`src/rtl/lsu_bus_arbiter.sv`:
```
// rtl/lsu_bus_arbiter.sv - two-master round-robin arbiter for the LSU load/store bus with watchdog
module lsu_bus_arbiter #(
    parameter int ADDR_W         = 32,
    parameter int DATA_W         = 32,
    parameter int TIMEOUT_CYCLES = 64
) (
    input  logic                clk,
    input  logic                rst_n,
    // master 0 (core LSU)
    input  logic                m0_rready,
    output logic                m0_rvalid,
    input  logic                m0_wvalid,
    output logic                m0_wready,
    input  logic [ADDR_W-1:0]   m0_addr,
    input  logic [DATA_W-1:0]   m0_wdata,
    input  logic [DATA_W/8-1:0] m0_strb,
    output logic [DATA_W-1:0]   m0_rdata,
    output logic                m0_err,
    // master 1 (debug / DMA)
    input  logic                m1_rready,
    output logic                m1_rvalid,
    input  logic                m1_wvalid,
    output logic                m1_wready,
    input  logic [ADDR_W-1:0]   m1_addr,
    input  logic [DATA_W-1:0]   m1_wdata,
    input  logic [DATA_W/8-1:0] m1_strb,
    output logic [DATA_W-1:0]   m1_rdata,
    output logic                m1_err,
    // slave
    output logic                s_rready,
    input  logic                s_rvalid,
    output logic                s_wvalid,
    input  logic                s_wready,
    output logic [ADDR_W-1:0]   s_addr,
    output logic [DATA_W-1:0]   s_wdata,
    output logic [DATA_W/8-1:0] s_strb,
    input  logic [DATA_W-1:0]   s_rdata,
    // current owner {m1,m0}
    output logic [1:0]          grant
);

    localparam int  STRB_W  = DATA_W / 8;
    localparam bit  WD_EN   = (TIMEOUT_CYCLES > 0);
    localparam int  TO_LAST = WD_EN ? TIMEOUT_CYCLES - 1 : 0;
    localparam int  CNT_W   = (TIMEOUT_CYCLES > 2) ? $clog2(TIMEOUT_CYCLES) : 1;

    typedef enum logic [1:0] {
        ST_IDLE = 2'd0,
        ST_GNT0 = 2'd1,
        ST_GNT1 = 2'd2
    } state_t;

    state_t             state_q;
    logic [1:0]         grant_q;
    logic               last_q;     // 1 = m1 was granted most recently
    logic [CNT_W-1:0]   cnt_q;

    logic               req0;
    logic               req1;
    logic               pick_m1_d;
    logic               granted;
    logic               sel_m1;
    logic               cur_rready;
    logic               cur_wvalid;
    logic [ADDR_W-1:0]  cur_addr;
    logic [DATA_W-1:0]  cur_wdata;
    logic [STRB_W-1:0]  cur_strb;
    logic               cur_active;
    logic               handshake;
    logic               wd_expired;
    logic               forced;
    logic               done;
    logic               resp_fire;

    assign req0 = m0_rready | m0_wvalid;
    assign req1 = m1_rready | m1_wvalid;

    // Arbitration decision taken in IDLE: a lone requester wins, a tie goes to the
    // master that was not granted last.
    always_comb begin
        pick_m1_d = 1'b0;
        if (req0 && req1) begin
            pick_m1_d = ~last_q;
        end else begin
            pick_m1_d = req1;
        end
    end

    // Select the granted master's request and work out how this grant cycle ends.
    always_comb begin
        granted    = (state_q != ST_IDLE);
        sel_m1     = (state_q == ST_GNT1);
        cur_rready = 1'b0;
        cur_wvalid = 1'b0;
        cur_addr   = '0;
        cur_wdata  = '0;
        cur_strb   = '0;
        if (state_q == ST_GNT0) begin
            cur_rready = m0_rready;
            cur_wvalid = m0_wvalid;
            cur_addr   = m0_addr;
            cur_wdata  = m0_wdata;
            cur_strb   = m0_strb;
        end else if (state_q == ST_GNT1) begin
            cur_rready = m1_rready;
            cur_wvalid = m1_wvalid;
            cur_addr   = m1_addr;
            cur_wdata  = m1_wdata;
            cur_strb   = m1_strb;
        end
        cur_active = cur_rready | cur_wvalid;
        // A write takes priority over a read from the same master, so the
        // write handshake is the one that completes the grant.
        handshake  = cur_wvalid ? s_wready : s_rvalid;
        wd_expired = WD_EN && (cnt_q == CNT_W'(TO_LAST));
        // A real response in the last watchdog cycle wins over the forced error.
        forced     = granted && cur_active && !handshake && wd_expired;
        done       = granted && cur_active && handshake;
        resp_fire  = done || forced;
    end

    // Slave side mirrors the granted master; requests are withdrawn on a forced completion.
    always_comb begin
        s_rready = 1'b0;
        s_wvalid = 1'b0;
        s_addr   = '0;
        s_wdata  = '0;
        s_strb   = '0;
        if (granted) begin
            s_rready = cur_rready && !cur_wvalid && !forced;
            s_wvalid = cur_wvalid && !forced;
            s_addr   = cur_addr;
            s_wdata  = cur_wdata;
            s_strb   = cur_strb;
        end
    end

    // Route responses only to the granted master; the other side stays quiet.
    always_comb begin
        m0_rvalid = 1'b0;
        m0_wready = 1'b0;
        m0_err    = 1'b0;
        m0_rdata  = '0;
        m1_rvalid = 1'b0;
        m1_wready = 1'b0;
        m1_err    = 1'b0;
        m1_rdata  = '0;
        if (granted && !sel_m1) begin
            m0_rvalid = resp_fire && !cur_wvalid;
            m0_wready = resp_fire && cur_wvalid;
            m0_err    = forced;
            m0_rdata  = forced ? '0 : s_rdata;
        end else if (granted && sel_m1) begin
            m1_rvalid = resp_fire && !cur_wvalid;
            m1_wready = resp_fire && cur_wvalid;
            m1_err    = forced;
            m1_rdata  = forced ? '0 : s_rdata;
        end
    end

    assign grant = grant_q;

    // Grant FSM: IDLE arbitrates, GNTn holds until handshake, watchdog or request drop.
    always_ff @(posedge clk or negedge rst_n) begin
        if (!rst_n) begin
            state_q <= ST_IDLE;
            grant_q <= 2'b00;
            last_q  <= 1'b1;
            cnt_q   <= '0;
        end else begin
            case (state_q)
                ST_IDLE: begin
                    cnt_q <= '0;
                    if (req0 || req1) begin
                        state_q <= pick_m1_d ? ST_GNT1 : ST_GNT0;
                        grant_q <= pick_m1_d ? 2'b10 : 2'b01;
                        last_q  <= pick_m1_d;
                    end
                end
                ST_GNT0, ST_GNT1: begin
                    if (!cur_active || resp_fire) begin
                        state_q <= ST_IDLE;
                        grant_q <= 2'b00;
                        cnt_q   <= '0;
                    end else if (WD_EN) begin
                        cnt_q <= cnt_q + CNT_W'(1);
                    end
                end
                default: begin
                    state_q <= ST_IDLE;
                    grant_q <= 2'b00;
                    cnt_q   <= '0;
                end
            endcase
        end
    end

endmodule

```
`config.mk`:
```
export PLATFORM = sky130hd
export DESIGN_NAME = lsu_bus_arbiter
export DESIGN_NICKNAME = d
export VERILOG_FILES = /design/src/rtl/lsu_bus_arbiter.sv
export SDC_FILE = /design/constraint.sdc
export NUM_CORES = 1
export LEC_CHECK = 0
export ABC_AREA = 1
export BUFFER_PORTS_ARGS = -buffer_cell sky130_fd_sc_hd__buf_2
export CAP_MARGIN = 20
export CORE_AREA = 2 2 122 124
export CTS_CLUSTER_SIZE = 25
export DETAILED_ROUTE_END_ITERATION = 16
export DIE_AREA = 0 0 124 126
export GPL_TIMING_DRIVEN = 0
export PLACE_DENSITY_LB_ADDON = 0.15
export SYNTH_ARGS = -nofsm -noshare
export SYNTH_HDL_FRONTEND = slang
export SYNTH_SLANG_ARGS = --single-unit
```
`constraint.sdc`:
```
create_clock -name clk -period 3.14 [get_ports clk]
set_input_delay 0.314 -clock clk [delete_from_list [all_inputs] [get_ports clk]]
set_output_delay 0.314 -clock clk [all_outputs]
set_load 0.03 [all_outputs]
```
======== Word-level counts from Yosys, hierarchy flattened ========
Cells that the tools add are included.
Widths: inputs -> output; s select.
storage, ports and cells
  register bits ........................... 9
  bits of input ports ..................... 176
operators by class
  $add $sub $neg .......................... 1
  equal/unequal tests ..................... 5
  muxes and demuxes ....................... 36
  bitwise gates (word level) .............. 4
  reduce and logical (&&, ||, !) cells .... 25
operators with widths
  cell                 count
  $mux 32              10
  $mux 1               17
  $logic_and 1x1->1    12
  $mux 4               3
  $mux 6               2
  $add 6x1->6 const B  1
  $eq 6x6->1 const B   1
  $mux 2               3
  $logic_not 1->1      5
  $ne 2x2->1 const B   2
  $pmux 2 s2           1
  $reduce_and 2->1     2
  $logic_or 1x1->1     3
  $or 1x1->1           3
  $eq 2x1->1 const B   1
  $eq 2x2->1 const B   1
  $logic_not 2->1      1
  $reduce_bool 2->1    1
  $reduce_or 2->1      1
  $not 1->1            1

======== Longest topological paths before layout ========
Gate-level depths: netlist of run 1.
  depth in word-level cells ............... 11
  gate-level depth with buffers ........... 12

======== Least setup slack after synthesis of run 1 ========
Ideal clock, no wire load.
  path kind ............................... reg2out
  start point ............................. register, netlist name grant[1]
  end point ............................... output port s_addr[11]
  data arrival time ....................... 2.049 ns
  required time ........................... 2.826 ns
  setup slack ............................. 0.777 ns
  cell stages (with the launch flop) ...... 11
  buffers on the path ..................... 3
  cell sequence ........................... dfrtp_1 -> inv_1 -> ha_1 -> buf_6 -> inv_4 -> nand2_1 -> inv_2 -> buf_2 -> buf_2 -> nand2_1 -> a21oi_1
RTL lines
  element           RTL line  source
  end: declaration  34        output logic [ADDR_W-1:0] s_addr,

==> results of run 1 <==
## routing by layer
metal / up-vias / global-route usage (%) / share of wire, %
li1: 1967 / - / -
met1: 1627 / 16.0 / 41
met2: 150 / 25.4 / 51
met3: 18 / 1.49 / 6.5
met4: 0 / 3.04 / 1.6
met5: - / 0 / 0
## through the flow
stage | hold WS [ns] | util [%] | cell area [sq um]
floorplan | 0.0184 | - | 2430
global placement | 0.178 | 29.6 | 4240
detailed placement | 0.174 | 29.6 | 4240
CTS | 0.461 | 30.3 | 4330
global route | 0.471 | 30.3 | 4330
finish | 0.460 | 30.3 | 4330
## timing repair
| action | CTS | global route |
|---|---|---|
| endpoints found under the setup margin | 0 | 0 |
| hold endpoints to repair | 8 | 0 |
| hold buffers | 1 | 0 |
## logic make-up (layout without fill, tap and decap cells)
kind of cell	count (synthesis)	in the layout	share of synthesized area (%)
xor gates and xnor gates	2	2	0.722
buffers and inverters	48	370	10.6
other	0	1	0
and+or+nand+nor	288	288	61.2
DFF	9	9	9.33
adders and majority gates	4	4	2.06
AOI/OAI and AO/OA	74	74	16.1
## worst reg2reg max path, stage by stage, from the launching register on
cell and delay, ns:
sky130_fd_sc_hd__dfrtp_1 0.42, sky130_fd_sc_hd__inv_1 0.10, sky130_fd_sc_hd__ha_1 0.16, sky130_fd_sc_hd__buf_6 0.13
sky130_fd_sc_hd__nand2_2 0.07, sky130_fd_sc_hd__nand2_4 0.07, sky130_fd_sc_hd__nand3_2 0.06, sky130_fd_sc_hd__nand3_1 0.14
sky130_fd_sc_hd__nand2_1 0.06, sky130_fd_sc_hd__nand2_1 0.25, sky130_fd_sc_hd__nand2_1 0.12, sky130_fd_sc_hd__nand2_1 0.07
sky130_fd_sc_hd__nand2_1 0.05
## final cells by class
type                    instances  area (sq um)  share of cell area, %
flip-flops and latches          9           226                   5.23
inverters                      15          58.8                   1.36
clock buffers                   4          78.8                   1.82
diodes                          1          2.50                 0.0577
plain buffers                  33           198                   4.56
well taps                     184           230                   5.31
repair buffers                318          1600                   36.8
multi-input cells             368          1940                   44.8
## path summary, 6_finish.rpt
check	startpoint	to	slack [ns]	cells past startpoint
worst max register to register	grant[0]	grant[0]	1.31	12
worst min-delay path	rst_n	cnt_q[0]	0.46	2
min in group clk	cnt_q[0]	cnt_q[0]	0.46	1
max in group asynchronous	rst_n	last_q	2.43	2
worst max-delay path	grant[0]	s_addr[18]	0.57	7
worst min register to register	cnt_q[0]	cnt_q[0]	0.46	1
## flip-flops by register name, indices dropped and copies added, names as in the netlist
name,count
cnt_q,6
grant,2
last_q,1
## layout by cell type, fill, tap and decap left out, types with 2 or more instances in the layout
master / n
sky130_fd_sc_hd__buf_2: 325
sky130_fd_sc_hd__nand2_1: 161
sky130_fd_sc_hd__a21oi_1: 69
sky130_fd_sc_hd__nor2_2: 56
sky130_fd_sc_hd__nand2_4: 29
sky130_fd_sc_hd__nor2_1: 27
sky130_fd_sc_hd__clkbuf_1: 18
sky130_fd_sc_hd__inv_1: 11
sky130_fd_sc_hd__nand3_1: 8
sky130_fd_sc_hd__dfrtp_1: 8
sky130_fd_sc_hd__ha_1: 4
sky130_fd_sc_hd__buf_1: 3
sky130_fd_sc_hd__buf_12: 3
sky130_fd_sc_hd__clkbuf_16: 3
sky130_fd_sc_hd__buf_6: 2
sky130_fd_sc_hd__inv_2: 2
sky130_fd_sc_hd__nand2_2: 2
sky130_fd_sc_hd__nor3_1: 2
## power by group through the flow
stage	Sequential [W]	Combinational (W)	Clock (W)
2_1_floorplan	0.000179	0.00225	0
3_3_place_gp	0.000164	0.00324	0
3_5_place_dp	0.000163	0.00321	0
4_1_cts	0.000161	0.00322	0.000223
5_1_grt	0.000165	0.00345	0.000232
6_report	0.000162	0.00318	0.000222
==> metrics.txt, run 1 <==
# TYPE chip_impl_metric gauge
chip_impl_info{name="status",value="completed"} 1
chip_impl_metric{name="timing.final.crit_period",unit="ns"} 2.57
chip_impl_metric{name="power-per-cell-area",unit="nW/um^2"} 821
chip_impl_metric{name="post_route_cells_drive_above_1_share",unit="%"} 57.4
chip_impl_metric{name="grt_util_all_layers",unit="%"} 13.5
chip_impl_metric{name="syn-instance-count",unit=""} 425
chip_impl_metric{name="pre_cts_ws",unit="ns"} 0.787
chip_impl_metric{name="timing.critical_path.arrival",unit="ns"} 2.25
chip_impl_metric{name="internal_power",unit="W"} 0.00118
chip_impl_metric{name="initial_utilization",unit="%"} 16.9
chip_impl_info{name="critical_path.startpoint_type",value="register"} 1
chip_impl_metric{name="post-cts-setup-buffers",unit=""} 0
chip_impl_metric{name="total_design_power",unit="W"} 0.00356
chip_impl_metric{name="switching_portion_of_total_power",unit="%"} 66.8
chip_impl_metric{name="hold_viol",unit=""} 0
chip_impl_metric{name="p_clk_share",unit="%"} 6.2
chip_impl_metric{name="critical_path_buf_inv_count",unit=""} 5
chip_impl_metric{name="cts_max_level",unit=""} 1
chip_impl_metric{name="antenna_found_initial",unit=""} 1
chip_impl_metric{name="core_region_area",unit="sq um"} 14300
chip_impl_metric{name="floorplan.die.height",unit="microns"} 126
chip_impl_info{name="netlist_top_cells_count",value="sky130_fd_sc_hd__nand2_1 (161), sky130_fd_sc_hd__a21oi_1 (69), sky130_fd_sc_hd__nor2_2 (56), sky130_fd_sc_hd__nand2_4 (29), sky130_fd_sc_hd__nor2_1 (27)"} 1
chip_impl_info{name="yosys_most_used_dff",value="sky130_fd_sc_hd__dfrtp_1"} 1
chip_impl_metric{name="syn_nets",unit=""} 605
chip_impl_metric{name="numCtsBuffers",unit=""} 3
chip_impl_metric{name="routabilityCongestion",unit=""} 0.843
chip_impl_metric{name="power_frac_seq",unit="%"} 4.5
chip_impl_metric{name="avgSynthCellArea",unit="sq um"} 5.71
chip_impl_metric{name="die_area",unit="sq um"} 15600
chip_impl_metric{name="slew_headroom",unit="%"} 55.4
chip_impl_metric{name="synth_async_sr_flop_share",unit="%"} 100
chip_impl_metric{name="die_x",unit="microns"} 124
chip_impl_metric{name="viasPerCell",unit=""} 4.04
chip_impl_info{name="yosys-top-cells-area",value="sky130_fd_sc_hd__nand2_1 (25%), sky130_fd_sc_hd__nor2_2 (14%), sky130_fd_sc_hd__a21oi_1 (14%)"} 1
chip_impl_metric{name="achievable-frequency",unit="GHz"} 0.390
chip_impl_info{name="clock_tree_from_tritoncts",value="built"} 1
chip_impl_metric{name="crit_path_max_fanout",unit=""} 10
chip_impl_info{name="setup.worst_path.class",value="reg -> out"} 1
chip_impl_metric{name="cts_buffer_depth",unit=""} 2
chip_impl_metric{name="synth.yosys.warnings",unit=""} 0
chip_impl_metric{name="post-route-period-util",unit="%"} 81.7
chip_impl_info{name="hold_class",value="in -> async"} 1
chip_impl_metric{name="synth_edf_count",unit=""} 0
chip_impl_metric{name="worst_path_largest_cell_delay",unit="ns"} 0.43
chip_impl_metric{name="power.static_leakage",unit="nW"} 2.42
chip_impl_info{name="critical-path-top-delay-family",value="buffers and inverters"} 1
chip_impl_metric{name="grt_max_degree",unit=""} 11
chip_impl_metric{name="placementRows",unit=""} 44
chip_impl_metric{name="ports_placed_on_the_boundary",unit=""} 318
chip_impl_metric{name="worst_skew_pair_later_pin_latency",unit="ns"} 0.23
chip_impl_metric{name="vdd.ir_drop.worst",unit="mV"} 0.400
chip_impl_metric{name="ctsResizeCount",unit=""} 0
chip_impl_info{name="timing.critical_path.cells",value="inv_1 > ha_1 > buf_2 > buf_1 > buf_1 > a21oi_1 > buf_2"} 1
chip_impl_metric{name="worst_pin_slew",unit="ns"} 0.668
chip_impl_metric{name="setup_violations",unit=""} 0
chip_impl_metric{name="synth.yosys.seq_area_share",unit="%"} 9.33
chip_impl_metric{name="dp_hpwl",unit="microns"} 9830
chip_impl_info{name="clk_root_buffer_cell",value="sky130_fd_sc_hd__clkbuf_16"} 1
chip_impl_info{name="cpMaxStageDelayCell",value="sky130_fd_sc_hd__buf_1"} 1
chip_impl_metric{name="dr.pass1.iters",unit=""} 6
chip_impl_metric{name="detailroute.via_count",unit=""} 3762
chip_impl_metric{name="synth.distinct_cells",unit=""} 30
chip_impl_metric{name="io_buffer_count",unit=""} 317
chip_impl_metric{name="area_growth_syn_to_layout",unit="%"} 78.6
chip_impl_metric{name="post-place-cells",unit=""} 926
chip_impl_metric{name="final_tns_setup",unit="ns"} 0
chip_impl_info{name="most_common_cell_in_the_synthesized_netlist",value="sky130_fd_sc_hd__nand2_1"} 1
chip_impl_metric{name="p_switching",unit="W"} 0.00238
chip_impl_metric{name="synth.cell_area",unit="sq um"} 2430
chip_impl_metric{name="worst_setup_hold_path_clk_slew",unit="ns"} 0.04
chip_impl_metric{name="fin_nets",unit=""} 928
chip_impl_metric{name="first_global_vias",unit=""} 3422
chip_impl_metric{name="count_of_filler_cells_inserted_in_the_layout",unit=""} 1675
chip_impl_info{name="synth_area_leader_cell",value="sky130_fd_sc_hd__nand2_1"} 1
chip_impl_metric{name="max_cap_violations",unit=""} 0
chip_impl_metric{name="initialDrtViolationCount",unit=""} 149
chip_impl_metric{name="postRouteWirelength",unit="microns"} 11500
chip_impl_metric{name="routed_wire_length_per_instance",unit="microns"} 12.4
chip_impl_metric{name="share_comb_of_total_power",unit="%"} 89.2
chip_impl_metric{name="fin_skew",unit="ns"} 0.00229
chip_impl_metric{name="worstPathRequired",unit="ns"} 2.83
chip_impl_metric{name="post-route-worst-setup-slack",unit="ns"} 0.574
chip_impl_metric{name="route.detailed.drc",unit=""} 0
chip_impl_metric{name="yosys.area.top_type_share",unit="%"} 24.9
chip_impl_metric{name="finalMaxSlewViolations",unit=""} 0
chip_impl_metric{name="overflow",unit=""} 0
chip_impl_metric{name="grt_first_pass_wirelength",unit="microns"} 17200
chip_impl_metric{name="numClockSinks",unit=""} 9
chip_impl_info{name="timing.critical_path.to_type",value="output port"} 1
chip_impl_metric{name="route.antenna.remaining_nets",unit=""} 0
chip_impl_metric{name="synth.ff_latch_count",unit=""} 9
chip_impl_metric{name="layout.cells.non_filler",unit=""} 932
chip_impl_info{name="rsz0062_at_grt",value="no"} 1
Note: power is estimated with default switching activity, not from simulation.
==> inputs of run 2 (changes only) <==
==> constraint.sdc (replaced) <==
create_clock -name clk -period 2.4 [get_ports clk]
set_input_delay 0.24 -clock clk [delete_from_list [all_inputs] [get_ports clk]]
set_output_delay 0.24 -clock clk [all_outputs]
set_load 0.03 [all_outputs]
==> run 2 against run 1 <==
- clock power is 30% higher
- power is 43% higher
- via count is 1.8% higher
- combinational power is 44% higher
- utilization is 3.0 points higher
- cell area is 10% higher
- worst setup slack worse by 0.52 ns
==> metrics.txt, run 2 (synthesis results as in run 1) <==
# TYPE chip_impl_metric gauge
chip_impl_info{name="status",value="completed"} 1
chip_impl_metric{name="die_area",unit="sq um"} 15600
chip_impl_metric{name="post-place-cells",unit=""} 926
chip_impl_info{name="timing.critical_path.cells",value="inv_2 > ha_4 > buf_6 > inv_4 > nand2_1 > o21ai_2 > a21oi_4 > nand3b_4 > buf_12 > nand2_4 > nor2_2 > buf_2"} 1
chip_impl_metric{name="antenna_found_initial",unit=""} 1
chip_impl_metric{name="setup_violations",unit=""} 0
chip_impl_metric{name="pre_cts_ws",unit="ns"} 0.121
chip_impl_metric{name="timing.final.crit_period",unit="ns"} 2.34
chip_impl_metric{name="viasPerCell",unit=""} 4.06
chip_impl_metric{name="first_global_vias",unit=""} 3422
chip_impl_metric{name="achievable-frequency",unit="GHz"} 0.427
chip_impl_metric{name="post-route-worst-setup-slack",unit="ns"} 0.0572
chip_impl_metric{name="crit_path_max_fanout",unit=""} 10
chip_impl_info{name="clock_tree_from_tritoncts",value="built"} 1
chip_impl_metric{name="timing.critical_path.depth",unit=""} 12
chip_impl_info{name="cpMaxStageDelayCell",value="sky130_fd_sc_hd__dfrtp_2"} 1
chip_impl_metric{name="finalMaxSlewViolations",unit=""} 0
chip_impl_metric{name="worst_pin_slew",unit="ns"} 0.716
chip_impl_metric{name="dr.pass1.iters",unit=""} 5
chip_impl_metric{name="grt_max_degree",unit=""} 11
chip_impl_info{name="most-common-layout-cells",value="sky130_fd_sc_hd__buf_2 (285), sky130_fd_sc_hd__nand2_1 (159), sky130_fd_sc_hd__a21oi_1 (69), sky130_fd_sc_hd__nor2_2 (56), sky130_fd_sc_hd__buf_6 (32)"} 1
chip_impl_metric{name="power.static_leakage",unit="nW"} 2.56
chip_impl_metric{name="placementRows",unit=""} 44
chip_impl_metric{name="grt_util_all_layers",unit="%"} 13.5
chip_impl_metric{name="post_route_cells_drive_above_1_share",unit="%"} 60.8
chip_impl_metric{name="post-route-period-util",unit="%"} 97.6
chip_impl_metric{name="worstPathRequired",unit="ns"} 2.16
chip_impl_metric{name="max_cap_violations",unit=""} 0
chip_impl_metric{name="core_region_area",unit="sq um"} 14300
chip_impl_info{name="max_flop_register",value="cnt_q"} 1
chip_impl_metric{name="route.antenna.remaining_nets",unit=""} 0
chip_impl_metric{name="ports_placed_on_the_boundary",unit=""} 318
chip_impl_metric{name="final_core_utilization",unit="%"} 33.3
chip_impl_metric{name="io_buffer_count",unit=""} 317
chip_impl_metric{name="power-per-cell-area",unit="nW/um^2"} 1070
chip_impl_metric{name="floorplan.die.height",unit="microns"} 126
chip_impl_metric{name="slew_headroom",unit="%"} 52.3
chip_impl_metric{name="numClockSinks",unit=""} 9
chip_impl_metric{name="routed_wire_length_per_instance",unit="microns"} 12.6
chip_impl_metric{name="cell_depth_of_the_worst_flop_to_flop_path",unit=""} 11
chip_impl_metric{name="fin_nets",unit=""} 939
chip_impl_metric{name="numCtsBuffers",unit=""} 3
chip_impl_metric{name="fin_skew",unit="ns"} 0.00293
chip_impl_metric{name="timing.critical_path.arrival",unit="ns"} 2.10
chip_impl_metric{name="dp_hpwl",unit="microns"} 9830
chip_impl_metric{name="hold_viol",unit=""} 0
chip_impl_metric{name="placement.cell_area",unit="sq um"} 4240
chip_impl_metric{name="layout.cells.non_filler",unit=""} 943
chip_impl_metric{name="final_design_area_no_fill",unit="sq um"} 4770
chip_impl_info{name="rsz0062_at_grt",value="yes"} 1
chip_impl_info{name="timing.critical_path.to_type",value="output port"} 1
chip_impl_metric{name="critical_path_buf_inv_count",unit=""} 5
chip_impl_metric{name="grt_first_pass_wirelength",unit="microns"} 17200
chip_impl_metric{name="largest_register_ffs",unit=""} 6
chip_impl_metric{name="cts_buffer_depth",unit=""} 2
chip_impl_metric{name="die_x",unit="microns"} 124
chip_impl_metric{name="worst_skew_pair_later_pin_latency",unit="ns"} 0.23
chip_impl_info{name="leading_cell_type_in_the_layout_fill_and_taps_excluded",value="sky130_fd_sc_hd__buf_2"} 1
chip_impl_info{name="critical_path.startpoint_type",value="register"} 1
chip_impl_info{name="critical-path-top-delay-family",value="buffers and inverters"} 1
chip_impl_metric{name="initial_utilization",unit="%"} 16.9
chip_impl_metric{name="initialDrtViolationCount",unit=""} 144
chip_impl_metric{name="route.detailed.drc",unit=""} 0
chip_impl_metric{name="postRouteWirelength",unit="microns"} 11900
chip_impl_metric{name="worst_setup_hold_path_clk_slew",unit="ns"} 0.04
chip_impl_metric{name="routabilityCongestion",unit=""} 0.843
chip_impl_info{name="hold_class",value="in -> async"} 1
chip_impl_metric{name="area_growth_syn_to_layout",unit="%"} 96.5
chip_impl_metric{name="cts_max_level",unit=""} 1
chip_impl_metric{name="vdd.ir_drop.worst",unit="mV"} 0.551
chip_impl_info{name="clk_root_buffer_cell",value="sky130_fd_sc_hd__clkbuf_16"} 1
chip_impl_metric{name="overflow",unit=""} 0
chip_impl_metric{name="worst_path_largest_cell_delay",unit="ns"} 0.43
chip_impl_metric{name="detailroute.via_count",unit=""} 3829
chip_impl_info{name="setup.worst_path.class",value="reg -> out"} 1
run 2: worst register-to-register path, cell delays in order (launching register included):
cell and delay [ns]:
sky130_fd_sc_hd__dfrtp_2 0.44, sky130_fd_sc_hd__inv_2 0.09, sky130_fd_sc_hd__ha_4 0.12, sky130_fd_sc_hd__buf_6 0.12, sky130_fd_sc_hd__nand2_2 0.07, sky130_fd_sc_hd__nand2_4 0.07
sky130_fd_sc_hd__nand2_4 0.06, sky130_fd_sc_hd__buf_4 0.13, sky130_fd_sc_hd__a21boi_0 0.15, sky130_fd_sc_hd__nand2_1 0.23, sky130_fd_sc_hd__nand3_1 0.15, sky130_fd_sc_hd__nand2_1 0.06
run 2: metal layers:
layer	up-vias	part of all wire, %	global-route usage, %
li1	1992	-	-
met1	1682	41	16.0
met2	137	52	25.4
met3	18	6.0	1.49
met4	0	1.6	3.04
met5	-	0	0
run 2: worst paths after layout:
| check | startpoint | to | slack (ns) |
|---|---|---|---|
| max in group asynchronous | rst_n | last_q | 1.76 |
| worst max register to register | grant[0] | grant[0] | 0.59 |
| worst min-delay path | rst_n | cnt_q[1] | 0.39 |
| worst max-delay path | grant[1] | m1_rdata[28] | 0.06 |
| min in group clk | m1_rready | grant[0] | 0.42 |
| worst min register to register | cnt_q[0] | cnt_q[0] | 0.46 |
run 2: area by class of cell:
cell class | count | area [sq um]
fillers | 1638 | 9550
multi-input cells | 369 | 2020
repair buffers | 328 | 1920
well taps | 184 | 230
flip-flops and latches | 9 | 229
plain buffers | 33 | 228
clock buffers | 4 | 78.8
inverters | 15 | 61.3
diodes | 1 | 2.50
run 2: report_power, final:
group	total [W]	internal [W]	switching (W)
logic	0.00457	0.00146	0.00311
registers	0.000221	0.000191	0.0000296
clock network	0.000289	0.000222	0.0000671
run 2: metrics by stage:
step                setup TNS [ns]  total power, W  hold WS (ns)
floorplan                        0         0.00318       -0.0556
global placement                 0         0.00446         0.104
detailed placement               0         0.00441        0.0996
CTS                         -0.115         0.00473         0.395
global route                 -1.23         0.00547         0.397
finish                           0         0.00508         0.390
run 2: repair_timing:
item	4_1_cts	5_1_grt
resized for setup	6	134
hold endpoints to repair	8	0
endpoints found under the setup margin	43	105
hold buffers	1	0
gates cloned	0	3
pin swaps	0	5
buffers inserted	0	8
==> inputs of run 3 (changes only) <==
--- a/config.mk
+++ b/config.mk
@@ -5,13 +5,12 @@
 export SDC_FILE = /design/constraint.sdc
 export NUM_CORES = 1
 export LEC_CHECK = 0
-export ABC_AREA = 1
 export BUFFER_PORTS_ARGS = -buffer_cell sky130_fd_sc_hd__buf_2
 export CAP_MARGIN = 20
-export CORE_AREA = 2 2 122 124
+export CORE_AREA = 2 2 124 126
 export CTS_CLUSTER_SIZE = 25
 export DETAILED_ROUTE_END_ITERATION = 16
-export DIE_AREA = 0 0 124 126
+export DIE_AREA = 0 0 126 128
 export GPL_TIMING_DRIVEN = 0
 export PLACE_DENSITY_LB_ADDON = 0.15
 export SYNTH_ARGS = -nofsm -noshare
==> run 3 against run 2 <==
- the flow now finishes with violations (setup timing)
- hold slack got worse by 0.0011 ns
- power rose by 12%
- first-iteration DRC count fell by 31%
- combinational power rose by 14%
- synthesized cell count rose by 4.0%
- via count rose by 6.0%
- register-to-register slack got worse by 0.21 ns
- count of clock-buffer cells in the layout fell by 1
- global-route usage rose by 1.7 points
- non-clock buffer count rose by 9
- worst setup slack got worse by 0.099 ns
- clock skew fell by 0.0015 ns
- critical path type unchanged
- largest power group unchanged
==> metrics.txt, run 3 <==
# TYPE chip_impl_metric gauge
chip_impl_metric{name="layout.cells.non_filler",unit=""} 966
chip_impl_metric{name="final_design_area_no_fill",unit="sq um"} 4780
chip_impl_metric{name="power.static_leakage",unit="nW"} 2.71
chip_impl_info{name="most_common_cell_in_the_synthesized_netlist",value="sky130_fd_sc_hd__nor2_1"} 1
chip_impl_metric{name="timing.critical_path.arrival",unit="ns"} 2.20
chip_impl_metric{name="slew_headroom",unit="%"} 62.2
chip_impl_metric{name="fin_skew",unit="ns"} 0.00147
chip_impl_metric{name="grt_max_degree",unit=""} 11
chip_impl_info{name="setup.worst_path.class",value="reg -> out"} 1
chip_impl_metric{name="numClockSinks",unit=""} 9
chip_impl_metric{name="finalMaxSlewViolations",unit=""} 0
chip_impl_metric{name="syn-instance-count",unit=""} 442
chip_impl_metric{name="antenna_found_initial",unit=""} 0
chip_impl_metric{name="synth.distinct_cells",unit=""} 34
chip_impl_metric{name="die_x",unit="microns"} 126
chip_impl_metric{name="grt_first_pass_wirelength",unit="microns"} 19800
chip_impl_metric{name="setup_violations",unit=""} 42
chip_impl_info{name="yosys_most_used_dff",value="sky130_fd_sc_hd__dfrtp_1"} 1
chip_impl_info{name="worst_r2r_startpoint",value="grant[0]"} 1
chip_impl_metric{name="synth.yosys.seq_area_share",unit="%"} 9.95
chip_impl_metric{name="power-per-cell-area",unit="nW/um^2"} 1190
chip_impl_info{name="yosys-top-cells-area",value="sky130_fd_sc_hd__nor2_1 (24%), sky130_fd_sc_hd__and2_1 (18%), sky130_fd_sc_hd__a21oi_1 (14%)"} 1
chip_impl_metric{name="post-route-worst-setup-slack",unit="ns"} -0.0413
chip_impl_info{name="failed_checks",value="setup timing"} 1
chip_impl_metric{name="viasPerCell",unit=""} 4.20
chip_impl_metric{name="area_growth_syn_to_layout",unit="%"} 110
chip_impl_metric{name="worst_setup_hold_path_clk_slew",unit="ns"} 0.04
chip_impl_info{name="clk_root_buffer_cell",value="sky130_fd_sc_hd__clkbuf_16"} 1
chip_impl_metric{name="synth_async_sr_flop_share",unit="%"} 100
chip_impl_metric{name="post-route-period-util",unit="%"} 102
chip_impl_info{name="synth_area_leader_cell",value="sky130_fd_sc_hd__nor2_1"} 1
chip_impl_metric{name="worst_skew_pair_later_pin_latency",unit="ns"} 0.23
chip_impl_metric{name="route.detailed.drc",unit=""} 0
chip_impl_metric{name="count_of_filler_cells_inserted_in_the_layout",unit=""} 1719
chip_impl_metric{name="dp_hpwl",unit="microns"} 11200
chip_impl_info{name="netlist_top_cells_count",value="sky130_fd_sc_hd__nor2_1 (143), sky130_fd_sc_hd__nand2_1 (72), sky130_fd_sc_hd__a21oi_1 (65), sky130_fd_sc_hd__and2_1 (65), sky130_fd_sc_hd__clkbuf_1 (31)"} 1
chip_impl_metric{name="postRouteWirelength",unit="microns"} 13900
chip_impl_metric{name="io_buffer_count",unit=""} 317
chip_impl_metric{name="cts_buffer_depth",unit=""} 2
chip_impl_metric{name="detailroute.via_count",unit=""} 4059
chip_impl_metric{name="synth.cell_area",unit="sq um"} 2280
chip_impl_metric{name="numCtsBuffers",unit=""} 3
chip_impl_metric{name="fin_nets",unit=""} 958
chip_impl_metric{name="worstPathRequired",unit="ns"} 2.16
chip_impl_metric{name="initial_utilization",unit="%"} 15.3
chip_impl_metric{name="route.antenna.remaining_nets",unit=""} 0
chip_impl_metric{name="cell_depth_of_the_worst_flop_to_flop_path",unit=""} 8
chip_impl_info{name="leading_cell_type_in_the_layout_fill_and_taps_excluded",value="sky130_fd_sc_hd__buf_2"} 1
chip_impl_metric{name="post-place-cells",unit=""} 947
chip_impl_metric{name="ff2ff_setup_slack",unit="ns"} 0.38
chip_impl_info{name="timing.critical_path.from",value="grant[0]"} 1
chip_impl_metric{name="vdd.ir_drop.worst",unit="mV"} 0.715
chip_impl_metric{name="initialDrtViolationCount",unit=""} 99
chip_impl_metric{name="largest_register_ffs",unit=""} 6
chip_impl_metric{name="placement.cell_area",unit="sq um"} 4120
chip_impl_info{name="rsz0062_at_grt",value="yes"} 1
chip_impl_info{name="critical_path.startpoint_type",value="register"} 1
chip_impl_metric{name="overflow",unit=""} 0
chip_impl_metric{name="hold_viol",unit=""} 0
chip_impl_metric{name="first_global_vias",unit=""} 3783
chip_impl_metric{name="ports_placed_on_the_boundary",unit=""} 318
chip_impl_metric{name="synth_edf_count",unit=""} 0
chip_impl_metric{name="total_design_power",unit="W"} 0.00571
chip_impl_metric{name="achievable-frequency",unit="GHz"} 0.410
chip_impl_metric{name="timing.final.crit_period",unit="ns"} 2.44
chip_impl_metric{name="max_cap_violations",unit=""} 0
chip_impl_metric{name="worst_pin_slew",unit="ns"} 0.562
chip_impl_metric{name="syn_nets",unit=""} 622
chip_impl_metric{name="cts_max_level",unit=""} 1
chip_impl_metric{name="synth.ff_latch_count",unit=""} 9
chip_impl_info{name="max_flop_register",value="cnt_q"} 1
chip_impl_metric{name="core_region_area",unit="sq um"} 14900
chip_impl_info{name="clock_tree_from_tritoncts",value="built"} 1
chip_impl_metric{name="floorplan.die.height",unit="microns"} 128
chip_impl_metric{name="routed_wire_length_per_instance",unit="microns"} 14.4
chip_impl_info{name="most-common-layout-cells",value="sky130_fd_sc_hd__buf_2 (287), sky130_fd_sc_hd__nor2_1 (143), sky130_fd_sc_hd__nand2_1 (72), sky130_fd_sc_hd__a21oi_1 (65), sky130_fd_sc_hd__and2_1 (36)"} 1
chip_impl_metric{name="avgSynthCellArea",unit="sq um"} 5.15
chip_impl_info{name="status",value="complete, but fails checks"} 1
chip_impl_metric{name="die_area",unit="sq um"} 16100
chip_impl_metric{name="synth.yosys.warnings",unit=""} 0
chip_impl_metric{name="dr.pass1.iters",unit=""} 4
chip_impl_metric{name="crit_path_max_fanout",unit=""} 7
chip_impl_info{name="worstReg2RegEnd",value="grant[1]"} 1
chip_impl_metric{name="placementRows",unit=""} 45
chip_impl_metric{name="grt_util_all_layers",unit="%"} 15.1
chip_impl_info{name="hold_class",value="in -> async"} 1
chip_impl_info{name="timing.critical_path.to_type",value="output port"} 1
chip_impl_metric{name="yosys.area.top_type_share",unit="%"} 23.6
chip_impl_metric{name="post_route_cells_drive_above_1_share",unit="%"} 53.2
chip_impl_metric{name="routabilityCongestion",unit=""} 0.780
-- run 3: changes by cell type after synthesis, sizes merged, moves of 6 or more --
cell,delta
nand3,-6
nand2,-120
nor2,+60
clkbuf,+17
buf,-11
inv,-9
and2,+64
-- run 3: worst max-delay path by stage --
stage                        end  slack, ns  cells past startpoint
floorplan                 m1_err      -0.05                      5
global placement     s_wdata[31]      -0.49                      8
CTS                 m0_rdata[27]      -0.08                     10
finish              m0_rdata[13]      -0.04                      9
detailed placement   s_wdata[31]      -0.51                      8
global route        m0_rdata[16]      -0.11                      9
-- run 3: power breakdown --
group          total [W]  switching (W)  internal, W
clock network   0.000292      0.0000727     0.000220
logic            0.00520        0.00327      0.00193
registers       0.000218      0.0000283     0.000190
total            0.00571        0.00337      0.00234
-- run 3: repair_timing --
| action | CTS | global route |
|---|---|---|
| endpoints found under the setup margin | 140 | 127 |
| gates resized for setup | 107 | 58 |
| buffers inserted | 8 | 3 |
| cloned | 2 | 1 |
| hold buffers | 1 | 0 |
| hold endpoints to repair | 8 | 0 |
| pin swaps | 4 | 23 |
-- run 3: cell type report --
cell class / instances / area [sq um] / share of cell area [%]
Buffer: 38 / 255 / 5.34
Multi-Input combinational cell: 389 / 2030 / 42.4
Timing Repair Buffer: 332 / 1930 / 40.4
Clock inverter: 1 / 5.00 / 0.105
Clock buffer: 3 / 75.1 / 1.57
Tap cell: 188 / 235 / 4.92
Sequential cell: 9 / 228 / 4.76
Antenna cell: 1 / 2.50 / 0.0523
Inverter: 5 / 21.3 / 0.445
-- run 3: through the flow --
step                      setup slack, ns  utilization [%]  setup TNS, ns  hold WS (ns)
after floorplan                   -0.0544                -        -0.0562       -0.0556
after global placement             -0.494             27.7         -26.04         0.107
after detailed placement           -0.511             27.7         -25.20         0.102
after CTS                         -0.0751             31.0          -2.28         0.397
after global routing               -0.107             32.2          -4.89         0.417
final                             -0.0413             32.2         -0.698         0.388
-- run 3: metal layers --
layer	track usage, %	up-vias	routed length, microns
met5	0	-	0
met4	1.49	0	68
met3	2.92	6	1150
met2	30.9	198	7640
met1	16.5	1777	5060
li1	-	2078	-
-- run 3: kinds of logic (layout without fill, tap and decap cells) --
kind of cell	after synthesis	count (layout)	synth area share (%)
flip-flops	9	9	9.95
XOR/XNOR	4	4	1.54
AND/OR/NAND/NOR	298	298	59.0
AO/OA/AOI/OAI	82	82	19.2
multiplexers	1	1	0.440
other	0	1	0
buffers and inverters	44	379	7.64
adder cells (fa/ha/maj)	4	4	2.20
-- run 3: critical path: stages, from the launching register on --
cell and delay, ns:
sky130_fd_sc_hd__dfrtp_2 0.44, sky130_fd_sc_hd__ha_4 0.19, sky130_fd_sc_hd__nand3b_1 0.20, sky130_fd_sc_hd__a21bo_2 0.25, sky130_fd_sc_hd__nand4_4 0.09, sky130_fd_sc_hd__nor3b_4 0.23, sky130_fd_sc_hd__buf_12 0.16, sky130_fd_sc_hd__clkbuf_16 0.14
sky130_fd_sc_hd__and2_4 0.13, sky130_fd_sc_hd__buf_6 0.12
